===== config.mk =====
export PLATFORM = sky130hd
export DESIGN_NAME = match_capture_fifo
export DESIGN_NICKNAME = d
export VERILOG_FILES = /design/src/rtl/match_capture_fifo.sv
export SDC_FILE = /design/constraint.sdc
export NUM_CORES = 1
export LEC_CHECK = 0
export BUFFER_PORTS_ARGS = -buffer_cell sky130_fd_sc_hd__buf_2
export CAP_MARGIN = 20
export CORE_MARGIN = 10
export CORE_UTILIZATION = 50
export DETAILED_ROUTE_END_ITERATION = 10
export PLACE_DENSITY = 0.71
export SLEW_MARGIN = 20
export SYNTH_ARGS = -nofsm -noshare
export SYNTH_HDL_FRONTEND = slang
export SYNTH_SLANG_ARGS = --single-unit

===== constraint.sdc =====
create_clock -name clk -period 4 [get_ports clk]
set_clock_uncertainty 0.05 [all_clocks]
set_input_delay 0.8 -clock clk [delete_from_list [all_inputs] [get_ports clk]]
set_output_delay 0.8 -clock clk [all_outputs]
set_load 0.02 [all_outputs]

===== src/rtl/match_capture_fifo.sv =====
// Capture FIFO behind the 1110 pattern detector: registers each hit, stores the
// following data word, and tracks matches lost to overflow.
module match_capture_fifo #(
  parameter int N     = 32,
  parameter int DEPTH = 8,
  parameter int AW    = 3,
  parameter int CW    = 16
) (
  input  logic          clk,
  input  logic          rst,
  input  logic          hit_in,
  input  logic [N-1:0]  data_in,
  output logic          out_valid,
  output logic [N-1:0]  out_data,
  input  logic          out_ready,
  output logic [AW:0]   level,
  output logic          full,
  output logic          overflow,
  output logic [CW-1:0] drop_cnt,
  input  logic          clr_ovf
);

  logic [N-1:0]  mem_q [DEPTH];
  logic          hit_q,      hit_d;
  logic [AW-1:0] wr_ptr_q,   wr_ptr_d;
  logic [AW-1:0] rd_ptr_q,   rd_ptr_d;
  logic [AW:0]   level_q,    level_d;
  logic          overflow_q, overflow_d;
  logic [CW-1:0] drop_cnt_q, drop_cnt_d;

  logic push, pop, accept, drop;

  assign out_valid = (level_q != '0);
  assign out_data  = mem_q[rd_ptr_q];
  assign level     = level_q;
  assign full      = (level_q == (AW+1)'(DEPTH));
  assign overflow  = overflow_q;
  assign drop_cnt  = drop_cnt_q;

  // The detector's word trails its hit pulse by one cycle, so the delayed hit is the push.
  always_comb begin
    push   = hit_q;
    pop    = out_valid & out_ready;
    accept = push & (~full | pop);
    drop   = push & full & ~pop;

    hit_d      = hit_in;
    wr_ptr_d   = wr_ptr_q;
    rd_ptr_d   = rd_ptr_q;
    level_d    = level_q;
    overflow_d = overflow_q;
    drop_cnt_d = drop_cnt_q;

    if (accept) wr_ptr_d = wr_ptr_q + AW'(1);
    if (pop)    rd_ptr_d = rd_ptr_q + AW'(1);

    if (accept && !pop)      level_d = level_q + (AW+1)'(1);
    else if (!accept && pop) level_d = level_q - (AW+1)'(1);

    // A clear wins over a drop in the same cycle; that drop goes uncounted.
    if (clr_ovf) begin
      overflow_d = 1'b0;
      drop_cnt_d = '0;
    end else if (drop) begin
      overflow_d = 1'b1;
      if (drop_cnt_q != '1) drop_cnt_d = drop_cnt_q + CW'(1);
    end
  end

  always_ff @(posedge clk or negedge rst) begin
    if (!rst) begin
      hit_q      <= 1'b0;
      wr_ptr_q   <= '0;
      rd_ptr_q   <= '0;
      level_q    <= '0;
      overflow_q <= 1'b0;
      drop_cnt_q <= '0;
    end else begin
      hit_q      <= hit_d;
      wr_ptr_q   <= wr_ptr_d;
      rd_ptr_q   <= rd_ptr_d;
      level_q    <= level_d;
      overflow_q <= overflow_d;
      drop_cnt_q <= drop_cnt_d;
    end
  end

  always_ff @(posedge clk) begin
    if (accept) mem_q[wr_ptr_q] <= data_in;
  end

endmodule

======== Word level (Yosys, flattened, before mapping) ========
Memories as Yosys holds them, arrays and structs flattened.
Index checks and enable logic that the tools add are counted.
W data, S select, Z words.
operators by class
  multiplexer cells ....................... 9
  reduce and logical (&&, ||, !) cells .... 9
  $add $sub $neg .......................... 5
  equality and inequality tests ........... 2
  bitwise operators ....................... 7
operator list
  cell                     count
  $mux W16                 3
  $add A16 B1 Y16 const B  1
  $ne A16 B16 Y1 const B   1
  $mux W4                  2
  $add A3 B1 Y3 const B    2
  $reduce_bool A2 Y1       3
  $add A4 B1 Y4 const B    1
  $and A1 B1 Y1            4
  $eq A4 B4 Y1 const B     1
  $mux W1                  4
  $reduce_bool A4 Y1       1
  $sub A4 B1 Y4 const B    1
  $logic_and A1 B1 Y1      2
  $logic_not A1 Y1         2
  $not A1 Y1               2
  $reduce_and A2 Y1        1
  $or A1 B1 Y1             1
word-level totals
  register bits after elaboration ......... 28
  logic and storage cells ................. 39
  memories kept ........................... 1
  input bits .............................. 37
  memory bits (writable) .................. 256
  output and inout port bits .............. 55
memories
  memory  depth  bits a word  read ports  clocked after Yosys merged registers in  wr ports  line  source
  mem_q   8      32           1           0                                        1         23    logic [N-1:0] mem_q [DEPTH];

======== Depth between registers and ports, before layout ========
Gate-level depths: netlist (run 1).
  word-level depth ........................ 8
  gate-level depth with buffers ........... 11
  mapped depth without buffers ............ 11

======== Least setup slack after synthesis (run 1) ========
No wires, ideal clock.
  kind .................................... input to register
  start ................................... input port out_ready
  end ..................................... memory mem_q[0][0], enable pin
  slack ................................... -0.603 ns
  path buffers ............................ 0
  stages .................................. 2
  arrival time ............................ 4.051 ns
  library setup time ...................... 0.501 ns
  required time ........................... 3.449 ns
  cells stage by stage .................... o21ai_1 > nor4_1
on the way
  longest elaborated chain between the ends .. 5
RTL lines
  item                           line  source
  start: declaration             15    input logic out_ready,
  $and A1 B1 Y1                  43    pop = out_valid & out_ready;
  $or A1 B1 Y1                   44    accept = push & (~full | pop);
  $and A1 B1 Y1                  44
  $mux W1                        89    if (accept) mem_q[wr_ptr_q] <= data_in;
  $mux W1 (implied by the code)  89
  end: declaration               23
Every way passes these cells.

======== Final worst setup path (run 1) ========
  start ................................... register level_q[0], in the netlist level[0]
  end ..................................... register level_q[3], in the netlist level[3]
on the way
  longest elaborated chain between the ends .. 7
  elaborated cells on any way between the ends .. 15
  those cells by class .................... add/sub: 2; eq/ne: 1; mux: 2; bitwise: 4; reduce/logical: 6
RTL lines
  item                                                       line    source
  start: declaration                                         27      logic [AW:0] level_q, level_d;
  start signal: assignment                                   82      level_q <= level_d;
  $reduce_bool A4 Y1 / $eq A4 B4 Y1 (equally long branches)  33, 36
  $and A1 B1 Y1 / $not A1 Y1 (equally long branches)         43, 44
  $or A1 B1 Y1 (*)                                           44
  $and A1 B1 Y1 (*)                                          44
  named net accept                                           31      logic push, pop, accept, drop;
  $logic_not A1 Y1                                           58      else if (!accept && pop) level_d = level_q - (AW+1)'(1);
  $logic_and A1 B1 Y1                                        58
  $reduce_bool A2 Y1 (no source line)                        n/a
Mark *: on every way through the listed nets, which the timed path passes. The rest lies on a longest branch. The select of a mux whose other input is x is not followed.
A chain may end at the register's enable or synchronous reset.

==> impl_results.md, run 1 <==
* EDFF count, synth at 256
* Synth area leaders: edfxtp_1 69%, mux4_2 13%, dfrtp_1 6.3%, mux2_2 3.5%, xor2_1 1.0%
* Worst path required time at 4.37 ns
* Fin. Hold Viols at 0
* # DRC at 0
* Reg2Reg Depth at 11
* Share of cells above drive strength 1 at 39.3%
* Commonest cells post-synth: 256 x edfxtp_1, 64 x mux4_2, 34 x mux2_2
* Reg-to-reg slack, setup at 0.55 ns
* Xor and xnor area share after synthesis at 1.58%
* Period Utilization, post-route at 86.1%
* Dominant combinational cell family by area after synthesis: multiplexers
* Slew @ Worst Pin at 1.01 ns
* VDD IR max at 0.439 mV
* Area of the die at 28500 µm²
* Initial antenna violation count at 5
* WL final at 21700 µm
* Detailed placement HPWL at 12800 µm
* Non-filler cells, final at 935
* Crit-path max FO at 7
* Synth Warn # at 0
* Top-count cell post-synth: edfxtp_1
* FILL cells at 1569
* Starting DRT DRC Count at 439
* CP cell instances: or4b_4, o21ai_1, inv_1, ha_1, inv_1, ha_1, a21o_1, a21oi_1, xnor2_1, nor2_1, xor2_1
* Clock Sink Count at 284
* Number of H-tree levels at 1
* Critical Path AT at 3.82 ns
* Resized cells post-CTS at 0
* Via count at 5320
* Hold_buf cts at 0
* DR vias/cell at 5.69
* Core footprint at 21800 µm²
* Die Height at 169 µm
* Power density of the placed cells at 730 nW/µm²
* Pwr Total at 9.44 mW
* Grt met1 use at 19.9%
* Synth Area in Compound Gates at 1.21%
* Ys async rst share at 9.86%
* Crit-path slowest cell: o21ai_1
* Top cell type's share of synthesized area at 69.5%
* Clock tree from TritonCTS: done
* Post-CTS Setup Repair Bufs at 0
* Clk_lat worst skew at 0.54 ns
* Post-Synth Simple-Gate Area at 3.04%
* Hold slack at 0.231 ns
* Post-synth top area cell: edfxtp_1
* FF+latch count, synth at 284
* Dpl cells at 880
* GRT busiest layer: met2
* RR Endpoint: level[3]$_DFFE_PN0P_
* DR pass1 iterations at 5
* Starting Density at 50.7%
* Synth Area in Adders at 0.859%
* First-pass GRT wire length at 33900 µm
* Yosys cell types at 38
* Port-buffer cells at 91
* Final setup fails at 0
* CP Class: reg -> reg
* P&R area growth vs syn at 16.9%
* FMAX at 290 MHz
* GRT overflow at 0
* Clk root buf: clkbuf_16
* Largest net degree at the start of global routing at 34
* Row cnt at 54
* Global Route Usage Sum at 15.2%
* R2r startpoint: level[0]$_DFFE_PN0P_
* GR Util met3 at 3.54%
* Crit-path max cell delay at 0.65 ns
* Setup Total Neg Slack at 0 ns
* Leakage at 4.44 nW
* Synthesized netlist net count at 562
* Startpoint types: flip-flop
* Post-layout util at 59.3%
* Final Wtd Congestion at 0.784
* IO Pins at 92
* Total of max-cap violations at 0
* RSZ-0062 raised after global routing: no
* Max-slew violations at 0
* Nets at 675
* Met2 Track Usage GR at 25.1%
* Mux contribution to synthesized area at 16.6%
* Main synth FF type: edfxtp_1
* Clock-pin slew on the worst setup and hold paths at 0.06 ns
* Relative slew margins at 32.4%
* Number of global-route vias before repair at 5724
* Status: finished clean
* Antenna Nets Post-Route at 0
* CTS Buf Count at 29
* Syn_area_per_cell at 21.4 µm²
* Synthesized area at 11100 µm²
* Register area share after synthesis at 75.8%
* CP Capture Type: flip-flop
* WL/cell at 23.2 µm
* Max Buffers Root-to-Sink at 3
* Worst hold path class: in -> async
* Tmin final at 3.45 ns
* Die X at 169 µm
* Syn Inst Count at 518
-- placed cells by master (no fill, tap or decap), types with 6 or more instances in the layout --
master | netlist | routed
mux4_2 | 64 | 64
o211ai_1 | 6 | 6
clkbuf_1 | 14 | 7
dfrtp_1 | 28 | 25
buf_4 | 0 | 9
edfxtp_1 | 256 | 256
nor2_1 | 20 | 17
ha_1 | 6 | 6
nand4_1 | 6 | 6
buf_2 | 5 | 91
clkinv_1 | 0 | 7
xor2_1 | 13 | 13
mux2_2 | 34 | 34
clkbuf_16 | 0 | 29
nand2_1 | 9 | 9
xnor2_1 | 7 | 7
-- power by group --
part | total (mW) | switching [mW] | internal (mW)
Clock | 2.62 | 1.04 | 1.58
Combinational | 2.77 | 1.45 | 1.33
Sequential | 4.05 | 0.349 | 3.70
Total | 9.44 | 2.84 | 6.60
-- metrics by stage --
step / worst slack, ns / instance area [µm²]
after floorplan: 0.0656 / 11100
after global placement: 0.723 / 12000
after detailed placement: 0.577 / 12000
after CTS: 0.473 / 12900
after global routing: 0.361 / 12900
final: 0.555 / 12900
-- worst max-delay path by stage --
stage / endpoint / slack [ns] / cells after the start / startpoint
final: level[3]$_DFFE_PN0P_ / 0.55 / 11 / level[0]$_DFFE_PN0P_
after global routing: level[3]$_DFFE_PN0P_ / 0.36 / 11 / level[0]$_DFFE_PN0P_
after CTS: out_data[5] / 0.47 / 4 / rd_ptr_q[0]$_DFFE_PN0N_
after detailed placement: level[3]$_DFFE_PN0P_ / 0.58 / 11 / level[0]$_DFFE_PN0P_
after global placement: level[3]$_DFFE_PN0P_ / 0.72 / 11 / level[0]$_DFFE_PN0P_
after floorplan: mem_q[1][0]$_DFFE_PP_ / 0.07 / 4 / out_ready
-- per-layer routing --
layer / vias up / routed length (µm)
met4: 4 / 382
met3: 34 / 1550
met2: 155 / 10800
li1: 2358 / -
met5: - / 27
met1: 2769 / 8850
-- state kept, by name, indices dropped and copies added, names as in the netlist --
register / flops
level: 4
wr_ptr_q: 3
drop_cnt: 16
mem_q: 256
hit_q: 1
overflow: 1
rd_ptr_q: 3
-- cell type report --
cell class | count | area, µm² | area share, %
Clock buffer | 36 | 752 | 5.81
Antenna cell | 3 | 7.51 | 0.0580
Sequential cell | 284 | 8390 | 64.9
Timing Repair Buffer | 104 | 611 | 4.72
Clock inverter | 16 | 174 | 1.34
Inverter | 4 | 15.0 | 0.116
Tap cell | 280 | 350 | 2.71
Multi-Input combinational cell | 208 | 2630 | 20.4
-- critical path, delay by kind of cell (launching register included) --
kind / cells / cell delay [ns]
AO/OA/AOI/OAI: 3 / 1.00
XOR/XNOR: 2 / 0.27
adder cells (fa/ha/maj): 2 / 0.54
buffers and inverters: 2 / 0.34
flip-flops: 1 / 0.46
AND/OR/NAND/NOR: 2 / 0.66
-- kinds of logic (layout without fill, tap and decap cells) --
family | after synthesis | after routing
xor gates and xnor gates | 20 | 20
and+or+nand+nor | 62 | 62
muxes | 99 | 99
other | 0 | 3
DFF | 284 | 284
adders and majority gates | 7 | 7
buffers and inverters | 26 | 160
AOI/OAI and AO/OA | 20 | 20
Power figures use the tool's default switching activity.
==> inputs of run 2 (changes only) <==
- CORE_MARGIN: 10 -> 8
- CTS_BUF_LIST: not set -> sky130_fd_sc_hd__clkbuf_4 sky130_fd_sc_hd__clkbuf_8
==> run 2 against run 1 <==
Register-to-register slack gained 0.47 ns. Highest routed layer unchanged. Cell count rose by 3.1%. Critical endpoint is now out_data[23]. Routed wire length is 2.4% lower. Setup slack got worse by 0.049 ns.
==> impl_results.md, run 2 (synthesis gave the netlist of run 1 again) <==
* Critical Path AT at 2.64 ns (-1.18 ns)
* Starting Density at 50.9% (+0.16 points)
* Max Buffers Root-to-Sink at 3 (unchanged)
* PnR worst setup slack at 0.506 ns (-0.0486 ns)
* Crit-path max FO at 32 (+25)
* Die X at 165 µm (-2.4%)
* FMAX at 286 MHz (-1.4%)
* N_diodes at 0 (-3)
* Power density of the placed cells at 703 nW/µm² (-3.7%)
* Biggest register: mem_q
* CP cell instances: buf_12, mux4_2, mux2_2, buf_2
* Share of cells above drive strength 1 at 42.4% (+3.1 points)
* Commonest non-fill, non-tap cell in the layout: edfxtp_1
* Relative slew margins at 33.4% (+1.0 points)
* Worst path required time at 3.15 ns (-1.22 ns)
* CTS Buf Count at 45 (+55%)
* Resized cells post-CTS at 0 (unchanged)
* Post-CTS Setup Repair Bufs at 0 (unchanged)
* Most frequent cells in the layout: 256 x edfxtp_1, 91 x buf_2, 64 x mux4_2, 45 x clkbuf_8, 34 x mux2_2
* Period Utilization, post-route at 87.3% (+1.2 points)
* Core footprint at 21800 µm² (-0.31%)
* GRT overflow at 0 (unchanged)
* Row cnt at 54 (unchanged)
* Antenna Nets Post-Route at 0 (unchanged)
* Crit-path max cell delay at 0.73 ns (+0.08 ns)
* Max-slew violations at 0 (unchanged)
* Number of H-tree levels at 2 (+1)
* Status: finished clean
* Reg-to-reg slack, setup at 1.02 ns (+0.47 ns)
* IO Pins at 92 (unchanged)
* Clock tree from TritonCTS: done
* Worst slack at placement at 1.02 ns (+0.442 ns)
* Hold_buf cts at 0 (unchanged)
* Clk_lat worst skew at 0.53 ns (about the same)
* Tmin final at 3.49 ns (+0.0486 ns)
* Clock-pin slew on the worst setup and hold paths at 0.06 ns (about the same)
* Slew @ Worst Pin at 0.998 ns (-0.0157 ns)
* Starting DRT DRC Count at 352 (-20%)
* RSZ-0062 raised after global routing: no
* Total of max-cap violations at 0 (unchanged)
* # DRC at 0 (unchanged)
* Detailed placement HPWL at 12500 µm (-1.9%)
* CP Capture Type: output port
* Leakage at 4.43 nW (-0.21%)
* P&R area growth vs syn at 15.8%
* Number of global-route vias before repair at 5736 (+0.21%)
* WL final at 21100 µm (-2.4%)
* DR pass1 iterations at 6 (+1)
* DR vias/cell at 5.57 (-2.2%)
* Final setup fails at 0 (unchanged)
* Crit-path slowest cell: dfrtp_4
* VDD IR max at 0.314 mV (-29%)
* Final Wtd Congestion at 0.778 (-0.80%)
* Port-buffer cells at 91 (unchanged)
* Initial antenna violation count at 2 (-3)
* First-pass GRT wire length at 32700 µm (-3.5%)
* R2r startpoint: level[0]$_DFFE_PN0P_
* Startpoint types: flip-flop
* CP Class: reg -> out
* Area of the die at 27200 µm² (-4.7%)
* RR Endpoint: level[3]$_DFFE_PN0P_
* Nets at 693 (+2.7%)
* Clk root buf: clkbuf_8
* Fin. Hold Viols at 0 (unchanged)
* WL/cell at 21.9 µm (-5.4%)
* FILL cells at 1611 (+2.7%)
* Die Height at 165 µm (-2.4%)
* Worst hold path class: in -> async
* Max reg flops at 256 (unchanged)
* Global Route Usage Sum at 15.9% (+0.76 points)
* Clock Sink Count at 284 (unchanged)
* Largest net degree at the start of global routing at 35 (+2.9%)
* Setup Total Neg Slack at 0 ns (unchanged)
* Via count at 5365 (+0.85%)
* Reg2Reg Depth at 12 (+1)
==> run 2: cell count changes in the layout (fill, tap and decap cells not counted), sizes merged <==
cell	previous run	this run
clkbuf	36	60
clkinv	11	19
bufinv	4	0
diode	3	0
buf	104	106
clkinvlp	1	3
==> run 2: critical path, delay by kind of cell, from the launching register on <==
family                 cells  cell delay [ns]
DFF                        1             0.73
buffers and inverters      2             0.49
muxes                      2             0.84
==> run 2: final cells by class <==
class | instances | area [µm²] | area share, %
Tap cell | 280 | 350 | 2.73
Multi-Input combinational cell | 208 | 2630 | 20.5
Clock buffer | 60 | 732 | 5.71
Clock inverter | 22 | 103 | 0.800
Sequential cell | 284 | 8390 | 65.5
Inverter | 4 | 15.0 | 0.117
Timing Repair Buffer | 106 | 593 | 4.63
==> run 2: metal layers <==
layer / vias up / wire, µm / GRT usage (%)
li1: 2402 / - / -
met3: 37 / 1340 / 3.89
met5: - / 26 / 0
met2: 144 / 10900 / 27.6
met1: 2778 / 8530 / 19.4
met4: 4 / 354 / 5.08
==> run 2: worst max path at each step <==
stage,from,end,slack (ns)
floorplan,out_ready,mem_q[1][0]$_DFFE_PP_,0.07
global placement,rd_ptr_q[0]$_DFFE_PN0N_,out_data[10],1.03
detailed placement,rd_ptr_q[0]$_DFFE_PN0N_,out_data[1],1.02
CTS,rd_ptr_q[0]$_DFFE_PN0N_,out_data[8],0.42
global route,rd_ptr_q[0]$_DFFE_PN0N_,out_data[8],0.32
finish,rd_ptr_q[0]$_DFFE_PN0N_,out_data[23],0.51
==> run 2: metrics by stage <==
stage	cells	hold WS, ns	power (mW)	utilization (%)	instance area [µm²]
2_1_floorplan	518	0.454	5.96	-	11100
3_3_place_gp	882	0.434	6.82	55.1	12000
3_5_place_dp	882	0.460	6.89	55.1	12000
4_1_cts	964	0.231	9.15	58.9	12800
5_1_grt	964	0.278	9.46	58.9	12800
6_report	964	0.238	9.01	58.9	12800
==> run 2: report_power, final <==
group	internal [mW]	switching [mW]	total (mW)
combinational	1.30	1.38	2.68
clock	1.19	1.06	2.26
sequential	3.70	0.374	4.07
